==> src/rtl/fsm_arb_pkg.sv <==
// Shared types and defaults for the command arbiter family.
// Holds the arbiter state encoding and the round-robin index helper.
package fsm_arb_pkg;

   localparam int DEF_NUM_REQ   = 4;
   localparam int DEF_CMD_WIDTH = 2;
   localparam int DEF_MAX_HOLD  = 4;

   typedef enum logic [1:0] {
      Idle     = 2'd0,
      Grant    = 2'd1,
      Cooldown = 2'd2
   } arb_state_t;

   // Index reached by stepping 'off' places from 'base' around a ring of n slots.
   function automatic int wrap_idx(input int base, input int off, input int n);
      int s;
      s = base + off;
      return (s >= n) ? (s - n) : s;
   endfunction

endpackage

==> src/rtl/rr_pick.sv <==
// Combinational round-robin picker: first set request found scanning from i_ptr upward, wrapping.
// o_any_req is low and o_pick is zero when no request is set.
module rr_pick
   import fsm_arb_pkg::*;
#(
   parameter int NUM_REQ = DEF_NUM_REQ,
   parameter int PTR_W   = $clog2(NUM_REQ)
) (
   input  logic [NUM_REQ-1:0] i_req,
   input  logic [PTR_W-1:0]   i_ptr,
   output logic [PTR_W-1:0]   o_pick,
   output logic               o_any_req
);

   // Scan from the far end so the candidate closest to i_ptr is written last and wins.
   always_comb begin
      o_pick    = '0;
      o_any_req = 1'b0;
      for (int k = NUM_REQ - 1; k >= 0; k--) begin
         if (i_req[wrap_idx(int'(i_ptr), k, NUM_REQ)]) begin
            o_pick    = PTR_W'(wrap_idx(int'(i_ptr), k, NUM_REQ));
            o_any_req = 1'b1;
         end
      end
   end

endmodule

==> src/rtl/fsm_cmd_arbiter.sv <==
// Round-robin arbiter sharing one FSM command input between NUM_REQ requesters.
// Tenures are capped at MAX_HOLD cycles and every tenure is followed by one quiet cooldown cycle.
module fsm_cmd_arbiter
   import fsm_arb_pkg::*;
#(
   parameter int NUM_REQ   = DEF_NUM_REQ,
   parameter int CMD_WIDTH = DEF_CMD_WIDTH,
   parameter int MAX_HOLD  = DEF_MAX_HOLD
) (
   input  logic                          clk,
   input  logic                          rst,
   input  logic [NUM_REQ-1:0]            req,
   input  logic [NUM_REQ*CMD_WIDTH-1:0]  cmd_in,
   output logic [NUM_REQ-1:0]            grant,
   output logic [CMD_WIDTH-1:0]          cmd_out,
   output logic                          cmd_valid,
   output logic                          busy
);

   localparam int PTR_W  = $clog2(NUM_REQ);
   localparam int HOLD_W = $clog2(MAX_HOLD) + 1;

   arb_state_t           r_state;
   logic [PTR_W-1:0]     r_winner;
   logic [PTR_W-1:0]     r_ptr;
   logic [HOLD_W-1:0]    r_hold_cnt;
   logic [NUM_REQ-1:0]   r_grant;
   logic                 r_cmd_valid;
   logic                 r_busy;

   logic [PTR_W-1:0]     w_pick;
   logic                 w_any_req;
   logic [PTR_W-1:0]     w_ptr_next;
   logic [NUM_REQ-1:0]   w_pick_onehot;
   logic                 w_hold_last;
   logic                 w_exit;
   logic [CMD_WIDTH-1:0] w_cmd_out;

   rr_pick #(
      .NUM_REQ (NUM_REQ),
      .PTR_W   (PTR_W)
   ) u_rr_pick (
      .i_req     (req),
      .i_ptr     (r_ptr),
      .o_pick    (w_pick),
      .o_any_req (w_any_req)
   );

   // The pointer moves just past the new winner, making it lowest priority next round.
   assign w_ptr_next    = (w_pick == PTR_W'(NUM_REQ - 1)) ? '0 : (w_pick + 1'b1);
   assign w_pick_onehot = {{(NUM_REQ-1){1'b0}}, 1'b1} << w_pick;
   assign w_hold_last   = (r_hold_cnt == HOLD_W'(MAX_HOLD - 1));
   assign w_exit        = !req[r_winner] || w_hold_last;

   always_ff @(posedge clk) begin
      if (rst) begin
         r_state     <= Idle;
         r_winner    <= '0;
         r_ptr       <= '0;
         r_hold_cnt  <= '0;
         r_grant     <= '0;
         r_cmd_valid <= 1'b0;
         r_busy      <= 1'b0;
      end else begin
         case (r_state)
            Idle: begin
               if (w_any_req) begin
                  r_state     <= Grant;
                  r_winner    <= w_pick;
                  r_ptr       <= w_ptr_next;
                  r_hold_cnt  <= '0;
                  r_grant     <= w_pick_onehot;
                  r_cmd_valid <= 1'b1;
                  r_busy      <= 1'b1;
               end else begin
                  r_grant     <= '0;
                  r_cmd_valid <= 1'b0;
                  r_busy      <= 1'b0;
               end
            end
            Grant: begin
               r_hold_cnt <= r_hold_cnt + 1'b1;
               if (w_exit) begin
                  r_state     <= Cooldown;
                  r_grant     <= '0;
                  r_cmd_valid <= 1'b0;
                  r_busy      <= 1'b1;
               end
            end
            Cooldown: begin
               r_state     <= Idle;
               r_grant     <= '0;
               r_cmd_valid <= 1'b0;
               r_busy      <= 1'b0;
            end
            default: begin
               r_state     <= Idle;
               r_grant     <= '0;
               r_cmd_valid <= 1'b0;
               r_busy      <= 1'b0;
            end
         endcase
      end
   end

   // cmd_valid has no ready partner: the shared FSM must consume cmd_out in every cycle it is high.
   always_comb begin
      w_cmd_out = '0;
      if (r_state == Grant) begin
         w_cmd_out = cmd_in[r_winner*CMD_WIDTH +: CMD_WIDTH];
      end
   end

   assign grant     = r_grant;
   assign cmd_valid = r_cmd_valid;
   assign busy      = r_busy;
   assign cmd_out   = w_cmd_out;

endmodule

==> config.mk <==
export PLATFORM = sky130hd
export DESIGN_NAME = fsm_cmd_arbiter
export DESIGN_NICKNAME = d
export VERILOG_FILES = /design/src/rtl/fsm_arb_pkg.sv /design/src/rtl/rr_pick.sv /design/src/rtl/fsm_cmd_arbiter.sv
export SDC_FILE = /design/constraint.sdc
export NUM_CORES = 1
export LEC_CHECK = 0
export ABC_CLOCK_PERIOD_IN_PS = 3080
export CORE_UTILIZATION = 53
export CTS_BUF_LIST = sky130_fd_sc_hd__clkbuf_2
export DETAILED_ROUTE_END_ITERATION = 8
export PLACE_DENSITY = 0.87
export SKIP_CTS_REPAIR_TIMING = 1
export SLEW_MARGIN = 20
export SYNTH_ARGS = -nofsm -noshare
export SYNTH_HDL_FRONTEND = slang
export SYNTH_HIERARCHICAL = 1
export SYNTH_SLANG_ARGS = --single-unit
==> constraint.sdc <==
create_clock -name clk -period 3.08 [get_ports clk]
set_input_delay 0.616 -clock clk [delete_from_list [all_inputs] [get_ports clk]]
set_output_delay 0.616 -clock clk [all_outputs]
set_load 0.005 [all_outputs]
==> flow_summary.yaml, run 1 <==
worst_setup_path:
  cp-start-kind: "input pin"
  arrival_ns: 2.09
  worstPathRequired_ns: 2.46
  cp_max_fo: 1
  r2r_slack_ns: 1.33
  critical_path_class: "input pin to primary output"
  reg2reg_depth: 7
  regToRegStartpoint: "r_ptr[1]$_SDFFE_PP0P_"
  regToRegEndpoint: "r_ptr[1]$_SDFFE_PP0P_"
  crit_path_end_kind: "primary output"
synthesis:
  synth_adder_area_share_pct: 9.02
  synth_top_family_by_area: "simple AND/OR/NAND/NOR gates"
  seq_area_frac_synth_pct: 36.1
  synth_compound_area_share_pct: 15.8
  synth_xor_area_share_pct: 0
  netlist_area_um2: 832
  syn_nets: 105
  synthTopCellsByArea: "dfxtp_1, ha_1, mux2i_1, mux4_1, nand2b_1"
  yosys_warnings: 6
  synth_cell_types: 29
  yosys.area_share.simple_pct: 22.4
  synth_seq_cells: 15
  synth_top_area_share_pct: 36.1
  synth_mux_area_share_pct: 13.5
  yosys.area.top_type: "dfxtp_1"
  synth_area_per_cell_um2: 9.79
  netlist_instances: 85
floorplan:
  die_h_um: 41.6
  ioPinCount: 22
  core.rowCount: 13
  dieArea_um2: 1730
  initial_core_util_pct: 60.2
  core-area_um2: 1380
  die_x_um: 41.6
placed_design:
  placed_cell_area_um2: 1050
  place_hpwl_um: 1310
  place.gp.congestion: 0.739
  io_buffers: 21
  dp_cells: 119
timing:
  finalSetupViolCount: 0
  worstMarginPinSlew_ns: 0.562
  fin_skew_ns: 0.0182
  slew_headroom_pct: 62.4
  final_hold_viol_count: 0
  final.setup.tns_ns: 0
  finalMaxSlewViolations: 0
  period_share_pct: 87.8
  period_needed_ns: 2.71
  rsz0062_at_grt: "no"
  max_freq_mhz: 370
hold_path:
  min_from: "r_hold_cnt[1]$_SDFFE_PP0P_"
  holdPathStages: 2
  holdPathEnd: "r_hold_cnt[1]$_SDFFE_PP0P_"
  min_path_type: "register to register"
drt:
  routed_via_density: 5.61
  ant_nets: 0
  drt-initial-drc-count: 16
  drc: 0
  vias: 690
  firstDrtPassIters: 4
  wl_per_cell_um: 13.2
  routed_wl_um: 1620
pwr:
  vdd_drop_max_uv: 268
  p_leak_nw: 0.410
  powerDensity_nw_per_um2: 474
clock_network:
  clk_path_buf_depth: 2
  clk_latency_ns: 0.29
  htree_levels: 1
  cts-root-buf: "clkbuf_2"
  tritoncts: "built"
  clock_sinks: 15
  cts_buffers: 3
  path_clk_slew_ns: 0.16
global_routing:
  track_usage_pct: 19.8
  grt_pass1_wl_um: 2670
  grt_max_degree: 18
  overflow: 0
  first_global_vias: 618
  grt_antenna_before_repair: 0
final_layout:
  diodes: 0
  final_nets: 129
  area_growth_pct: 28.1
  final_area_um2: 1070
  drive_gt1_share_pct: 8.33
  final_util_pct: 77.1
  instances_no_fill: 123
flow_run:
  maxCapViolCount: 0
run_status:
  status: "finished, final reports clean"
==> layout by cell type, fill, tap and decap left out, drive strengths merged, types with 4 or more instances in the layout <==
cell type      netlist  final
ha                   6      6
a21oi                5      5
dfxtp               15     15
mux2i                6      6
nand2b               7      7
o2bb2ai              4      4
clkdlybuf4s50        0     21
nor2                10     10
nand2                5      5
==> logic make-up after synthesis <==
kind of cell / count (synthesis)
AOI/OAI and AO/OA: 17
adders and majority gates: 6
buffers and inverters: 5
DFF: 15
muxes: 8
and+or+nand+nor: 34
==> area by class of cell <==
cell class / count / area (µm²)
Clock buffer: 3 / 15.0
Clock inverter: 1 / 5.00
Fill cell: 105 / 317
Inverter: 3 / 11.3
Multi-Input combinational cell: 65 / 505
Sequential cell: 15 / 300
Tap cell: 15 / 18.8
Timing Repair Buffer: 21 / 210
==> how the worst max path moves through the flow <==
| stage | to | from | slack (ns) |
|---|---|---|---|
| 6_report | cmd_out[0] | cmd_in[0] | 0.37 |
| 2_1_floorplan | cmd_out[0] | cmd_in[2] | 1.24 |
| 4_1_cts | cmd_out[0] | cmd_in[2] | 0.36 |
| 3_3_place_gp | cmd_out[1] | cmd_in[3] | 0.41 |
| 3_5_place_dp | cmd_out[0] | cmd_in[2] | 0.37 |
| 5_1_grt | cmd_out[0] | cmd_in[2] | 0.33 |
==> power breakdown <==
group / internal (mW) / leakage (nW) / switching, mW
sequential: 0.218 / 0.123 / 0.0233
combinational: 0.0979 / 0.270 / 0.0723
clock: 0.0294 / 0.0164 / 0.0639
total: 0.346 / 0.410 / 0.159
==> critical path, stage by stage <==
cell             delay (ns)
clkdlybuf4s50_1        0.40
mux4_1                 0.48
nor2b_1                0.14
clkdlybuf4s50_1        0.44
==> metal layers <==
layer	share of wire, %	global-route usage (%)
met1	45	24.6
met2	52	34.4
met3	2.7	5.22
met4	0.62	3.87
met5	0	0
==> cell usage after synthesis (all sizes together) <==
cell type,instances
a21oi,5
mux2i,6
nor2,10
ha,6
or3,1
nor3b,1
nor2b,2
o2bb2ai,4
nand3b,1
or3b,1
o32a,1
nor3,1
or2,2
o21a,1
dfxtp,15
buf,1
clkbuf,1
inv,3
mux4,2
or4bb,1
nand2b,7
or2b,2
a2bb2oi,1
o22ai,2
a211oi,2
o21bai,1
nand2,5
==> sequential cells by signal (all words and copies together), names as in the netlist <==
register and flops:
busy 1, r_winner 2, r_ptr 2, r_state 2, grant 4, cmd_valid 1
r_hold_cnt 3
==> metrics by stage <==
stage	total power, mW	hold WS, ns	setup slack [ns]
finish	0.505	0.473	0.374
global route	0.537	0.505	0.328
detailed placement	0.417	0.460	0.367
CTS	0.511	0.480	0.363
global placement	0.408	0.449	0.409
floorplan	0.353	0.440	1.24
Note: power is estimated with default switching activity, not from simulation.
==> run 2: changes to the inputs <==
- RECOVER_POWER: not set -> 50
==> run 2 against run 1 <==
Against the previous run: combinational power decreased by 2%; die area unchanged; register-to-register slack about the same; fmax about the same; worst hold slack about the same; clock power shrank 0.4%; first-iteration DRC count unchanged; flip-flop and latch count stayed put; critical path depth stayed put; count of clock-buffer cells in the layout unchanged; clock skew fell by 0.00089 ns; global-route usage did not move.
==> flow_summary.yaml, run 2 (synthesis gave the netlist of run 1 again) <==
clock_network:
  htree_levels: 1
  clk_path_buf_depth: 2
  clk_latency_ns: 0.29
  cts_buffers: 3
  cts-root-buf: "clkbuf_2"
  tritoncts: "built"
  clock_sinks: 15
  path_clk_slew_ns: 0.16
floorplan:
  core-area_um2: 1380
  initial_core_util_pct: 60.2
  die_x_um: 41.6
  die_h_um: 41.6
  core.rowCount: 13
  dieArea_um2: 1730
  ioPinCount: 22
drt:
  routed_wl_um: 1620
  vias: 687
  firstDrtPassIters: 4
  ant_nets: 0
  wl_per_cell_um: 13.2
  drc: 0
  drt-initial-drc-count: 16
  routed_via_density: 5.59
worst_setup_path:
  crit_top_cell: "clkdlybuf4s50_1"
  cp_slowest_cell: "mux4_1"
  max_stage_delay_ns: 0.48
  cp_max_fo: 1
  regToRegEndpoint: "r_ptr[1]$_SDFFE_PP0P_"
  critical_path_class: "input pin to primary output"
  cp.buffers_inverters: 2
  crit_path_end_kind: "primary output"
  cp-start-kind: "input pin"
  regToRegStartpoint: "r_ptr[1]$_SDFFE_PP0P_"
  path_cells: "clkdlybuf4s50_1, mux4_1, nor2b_1, clkdlybuf4s50_1"
  worstPathRequired_ns: 2.46
  reg2reg_depth: 7
  arrival_ns: 2.09
  critPathTopFamily: "buffers and inverters"
  r2r_slack_ns: 1.33
hold_path:
  min_from: "r_hold_cnt[1]$_SDFFE_PP0P_"
  holdPathEnd: "r_hold_cnt[1]$_SDFFE_PP0P_"
  holdPathStages: 2
  min_path_type: "register to register"
placed_design:
  place_hpwl_um: 1310
  io_buffers: 21
  place.gp.congestion: 0.739
  place_ws_ns: 0.367
global_routing:
  track_usage_pct: 19.8
  grt_pass1_wl_um: 2670
  overflow: 0
  grt_max_degree: 18
  first_global_vias: 618
  grt_antenna_before_repair: 0
final_layout:
  layout_commonest_cell: "dfxtp_1"
  diodes: 0
  drive_gt1_share_pct: 8.33
  largest_reg_flops: 4
  area_growth_pct: 28.1
  final_nets: 129
  final_cell_mix: "dfxtp_1, clkdlybuf4s50_1, nor2_1, nand2b_1, dlygate4sd3_1"
pwr:
  power.switching_mw: 0.159
  clkPwrFrac_pct: 18.5
  p_leak_nw: 0.425
  swShare_pct: 31.7
  powerDensity_nw_per_um2: 470
  p_int_mw: 0.342
  vdd_drop_max_uv: 267
  comb_power_share_pct: 33.2
  p_seq_share_pct: 48.2
timing:
  rsz0062_at_grt: "no"
  max_freq_mhz: 370
  fin_skew_ns: 0.0173
  whs_ns: 0.473
  period_needed_ns: 2.71
  final.setup.tns_ns: 0
  slew_headroom_pct: 62.4
  finalMaxSlewViolations: 0
  worstMarginPinSlew_ns: 0.562
  finalSetupViolCount: 0
  fin_ws_ns: 0.374
  final_hold_viol_count: 0
  period_share_pct: 87.9
run_status:
  status: "finished, final reports clean"
flow_run:
  maxCapViolCount: 0
==> run 2: changes by cell type in the layout (fill, tap and decap cells not counted), sizes merged <==
cell	previous run	this run
dlygate4sd3	0	7
clkdlybuf4s50	21	14
==> run 2: per-stage QoR <==
stage	cell area, µm²	instances	total power, mW	utilization, %
2_1_floorplan	832	85	0.353	-
3_3_place_gp	1050	119	0.408	75.7
3_5_place_dp	1050	119	0.417	75.7
4_1_cts	1070	123	0.511	77.1
5_1_grt	1070	123	0.533	77.1
6_report	1070	123	0.501	77.1
==> run 2: cell type report <==
class                      instances  area (µm²)
timing repair buffer              21         210
multi-input combinational         65         505
clock inverter                     1        5.00
clock buffer                       3        15.0
tap                               15        18.8
sequential                        15         300
fill                             105         317
inverter                           3        11.3
==> run 2: tightest hold or removal path, cell delays in order, from the launching register on <==
cell and delay (ns):
dfxtp_1 0.35, nand2_1 0.05, a21oi_1 0.05
==> run 2: worst max path at each step <==
stage | cells past startpoint | to | slack, ns | startpoint
floorplan | 2 | cmd_out[0] | 1.24 | cmd_in[2]
global placement | 4 | cmd_out[1] | 0.41 | cmd_in[3]
detailed placement | 4 | cmd_out[0] | 0.37 | cmd_in[2]
CTS | 4 | cmd_out[0] | 0.36 | cmd_in[2]
global route | 4 | cmd_out[0] | 0.33 | cmd_in[2]
finish | 4 | cmd_out[0] | 0.37 | cmd_in[0]
==> run 2: metal layers <==
layer | routed length [µm] | global-route usage [%]
met1 | 720 | 24.6
met2 | 837 | 34.4
met3 | 53 | 5.22
met4 | 10 | 3.87
met5 | 0 | 0
==> run 2: power groups by stage <==
stage	Clock, mW	Combinational, mW	Sequential, mW
6_report	0.0928	0.166	0.241
2_1_floorplan	0	0.111	0.242
5_1_grt	0.105	0.182	0.246
3_5_place_dp	0	0.171	0.246
3_3_place_gp	0	0.164	0.245
4_1_cts	0.0978	0.172	0.242
==> run 3: changes to the inputs <==
- SETUP_SLACK_MARGIN: not set -> 0.4
==> run 3 against run 2 <==
Against the previous run: register-to-register slack is essentially flat; worst setup slack better by 0.30 ns; die area is the same; via count unchanged; total power is 0.26% lower; largest power group unchanged.
==> flow_summary.yaml, run 3 (synthesis gave the netlist of run 1 again) <==
floorplan:
  dieArea_um2: 1730
  core-area_um2: 1380
  core.rowCount: 13
  die_x_um: 41.6
  initial_core_util_pct: 60.2
  ioPinCount: 22
  die_h_um: 41.6
worst_setup_path:
  worstPathRequired_ns: 2.46
  regToRegEndpoint: "r_ptr[1]$_SDFFE_PP0P_"
  timing.critical_path.to: "cmd_out[0]"
  cp_max_fo: 1
  r2r_slack_ns: 1.33
  regToRegStartpoint: "r_ptr[1]$_SDFFE_PP0P_"
  arrival_ns: 1.79
  cp-start-kind: "input pin"
  crit_path_end_kind: "primary output"
  crit_start: "cmd_in[0]"
  reg2reg_depth: 7
  critical_path_class: "input pin to primary output"
clock_network:
  path_clk_slew_ns: 0.16
  clock_sinks: 15
  clk_latency_ns: 0.29
  cts-root-buf: "clkbuf_2"
  htree_levels: 1
  cts_buffers: 3
  clk_path_buf_depth: 2
  tritoncts: "built"
pwr:
  total_power_mw: 0.499
  vdd_drop_max_uv: 267
  powerDensity_nw_per_um2: 466
  p_leak_nw: 0.457
drt:
  ant_nets: 0
  route.met2.wl_um: 838
  routed_via_density: 5.59
  drt-initial-drc-count: 16
  wl_per_cell_um: 13.2
  top_layer_used: "met4"
  drc: 0
  wl_met1_um: 716
  routed_wl_um: 1620
  firstDrtPassIters: 4
  vias: 687
  wl_met3_um: 53
hold_path:
  min_path_type: "register to register"
run_status:
  status: "finished, final reports clean"
timing:
  period_needed_ns: 2.41
  finalMaxSlewViolations: 0
  max_freq_mhz: 415
  slew_headroom_pct: 62.4
  rsz0062_at_grt: "no"
  final_hold_viol_count: 0
  final.setup.tns_ns: 0
  fin_skew_ns: 0.0173
  finalSetupViolCount: 0
  worstMarginPinSlew_ns: 0.562
  period_share_pct: 78.2
flow_run:
  maxCapViolCount: 0
final_layout:
  final_nets: 129
  diodes: 0
  drive_gt1_share_pct: 8.33
  largest_reg_flops: 4
  final_util_pct: 77.5
  layout_commonest_cell: "dfxtp_1"
  area_growth_pct: 28.7
  final_cell_mix: "dfxtp_1, clkdlybuf4s50_1, nor2_1, nand2b_1, dlygate4sd3_1"
placed_design:
  io_buffers: 21
  place.gp.congestion: 0.739
  place_hpwl_um: 1310
global_routing:
  grt_pass1_wl_um: 2670
  track_usage_pct: 19.8
  grt_max_degree: 18
  first_global_vias: 618
  overflow: 0
  grt_antenna_before_repair: 0
-- run 3: metal layers --
metal | track usage, % | vias up
met5 | 0 | -
met4 | 3.87 | 0
met3 | 5.22 | 2
met2 | 34.4 | 14
met1 | 24.6 | 319
li1 | - | 352
-- run 3: critical path, cell delays in order --
cell             delay, ns
clkdlybuf4s50_1       0.40
mux4_1                0.48
nor2b_1               0.14
dlymetal6s2s_1        0.15
-- run 3: how the worst min path moves through the flow --
stage / cells after the start / from / end
2_1_floorplan: 2 / r_hold_cnt[1]$_SDFFE_PP0P_ / r_hold_cnt[1]$_SDFFE_PP0P_
3_3_place_gp: 2 / r_hold_cnt[1]$_SDFFE_PP0P_ / r_hold_cnt[1]$_SDFFE_PP0P_
3_5_place_dp: 2 / r_hold_cnt[1]$_SDFFE_PP0P_ / r_hold_cnt[1]$_SDFFE_PP0P_
4_1_cts: 2 / r_hold_cnt[1]$_SDFFE_PP0P_ / r_hold_cnt[1]$_SDFFE_PP0P_
5_1_grt: 2 / grant[2]$_SDFFE_PP0P_ / grant[2]$_SDFFE_PP0P_
6_report: 2 / r_hold_cnt[1]$_SDFFE_PP0P_ / r_hold_cnt[1]$_SDFFE_PP0P_
-- run 3: cell type report --
cell class	count	area, µm²
clock buffer	3	15.0
clock inverter	1	5.00
fill	104	312
inverter	3	11.3
multi-input combinational	65	505
sequential	15	300
tap	15	18.8
timing repair buffer	21	215
-- run 3: through the flow --
step | hold WS (ns) | instances | setup WS, ns | area, µm²
final | 0.473 | 123 | 0.672 | 1070
after global routing | 0.502 | 123 | 0.622 | 1070
after CTS | 0.480 | 123 | 0.363 | 1070
after detailed placement | 0.460 | 119 | 0.367 | 1050
after global placement | 0.449 | 119 | 0.409 | 1050
after floorplan | 0.440 | 85 | 1.24 | 832
-- run 3: power breakdown --
group          internal [mW]  total, mW  switching (mW)
Clock                 0.0294     0.0928          0.0635
Combinational         0.0931      0.165          0.0720
Sequential             0.218      0.241          0.0229
Total                  0.341      0.499           0.158
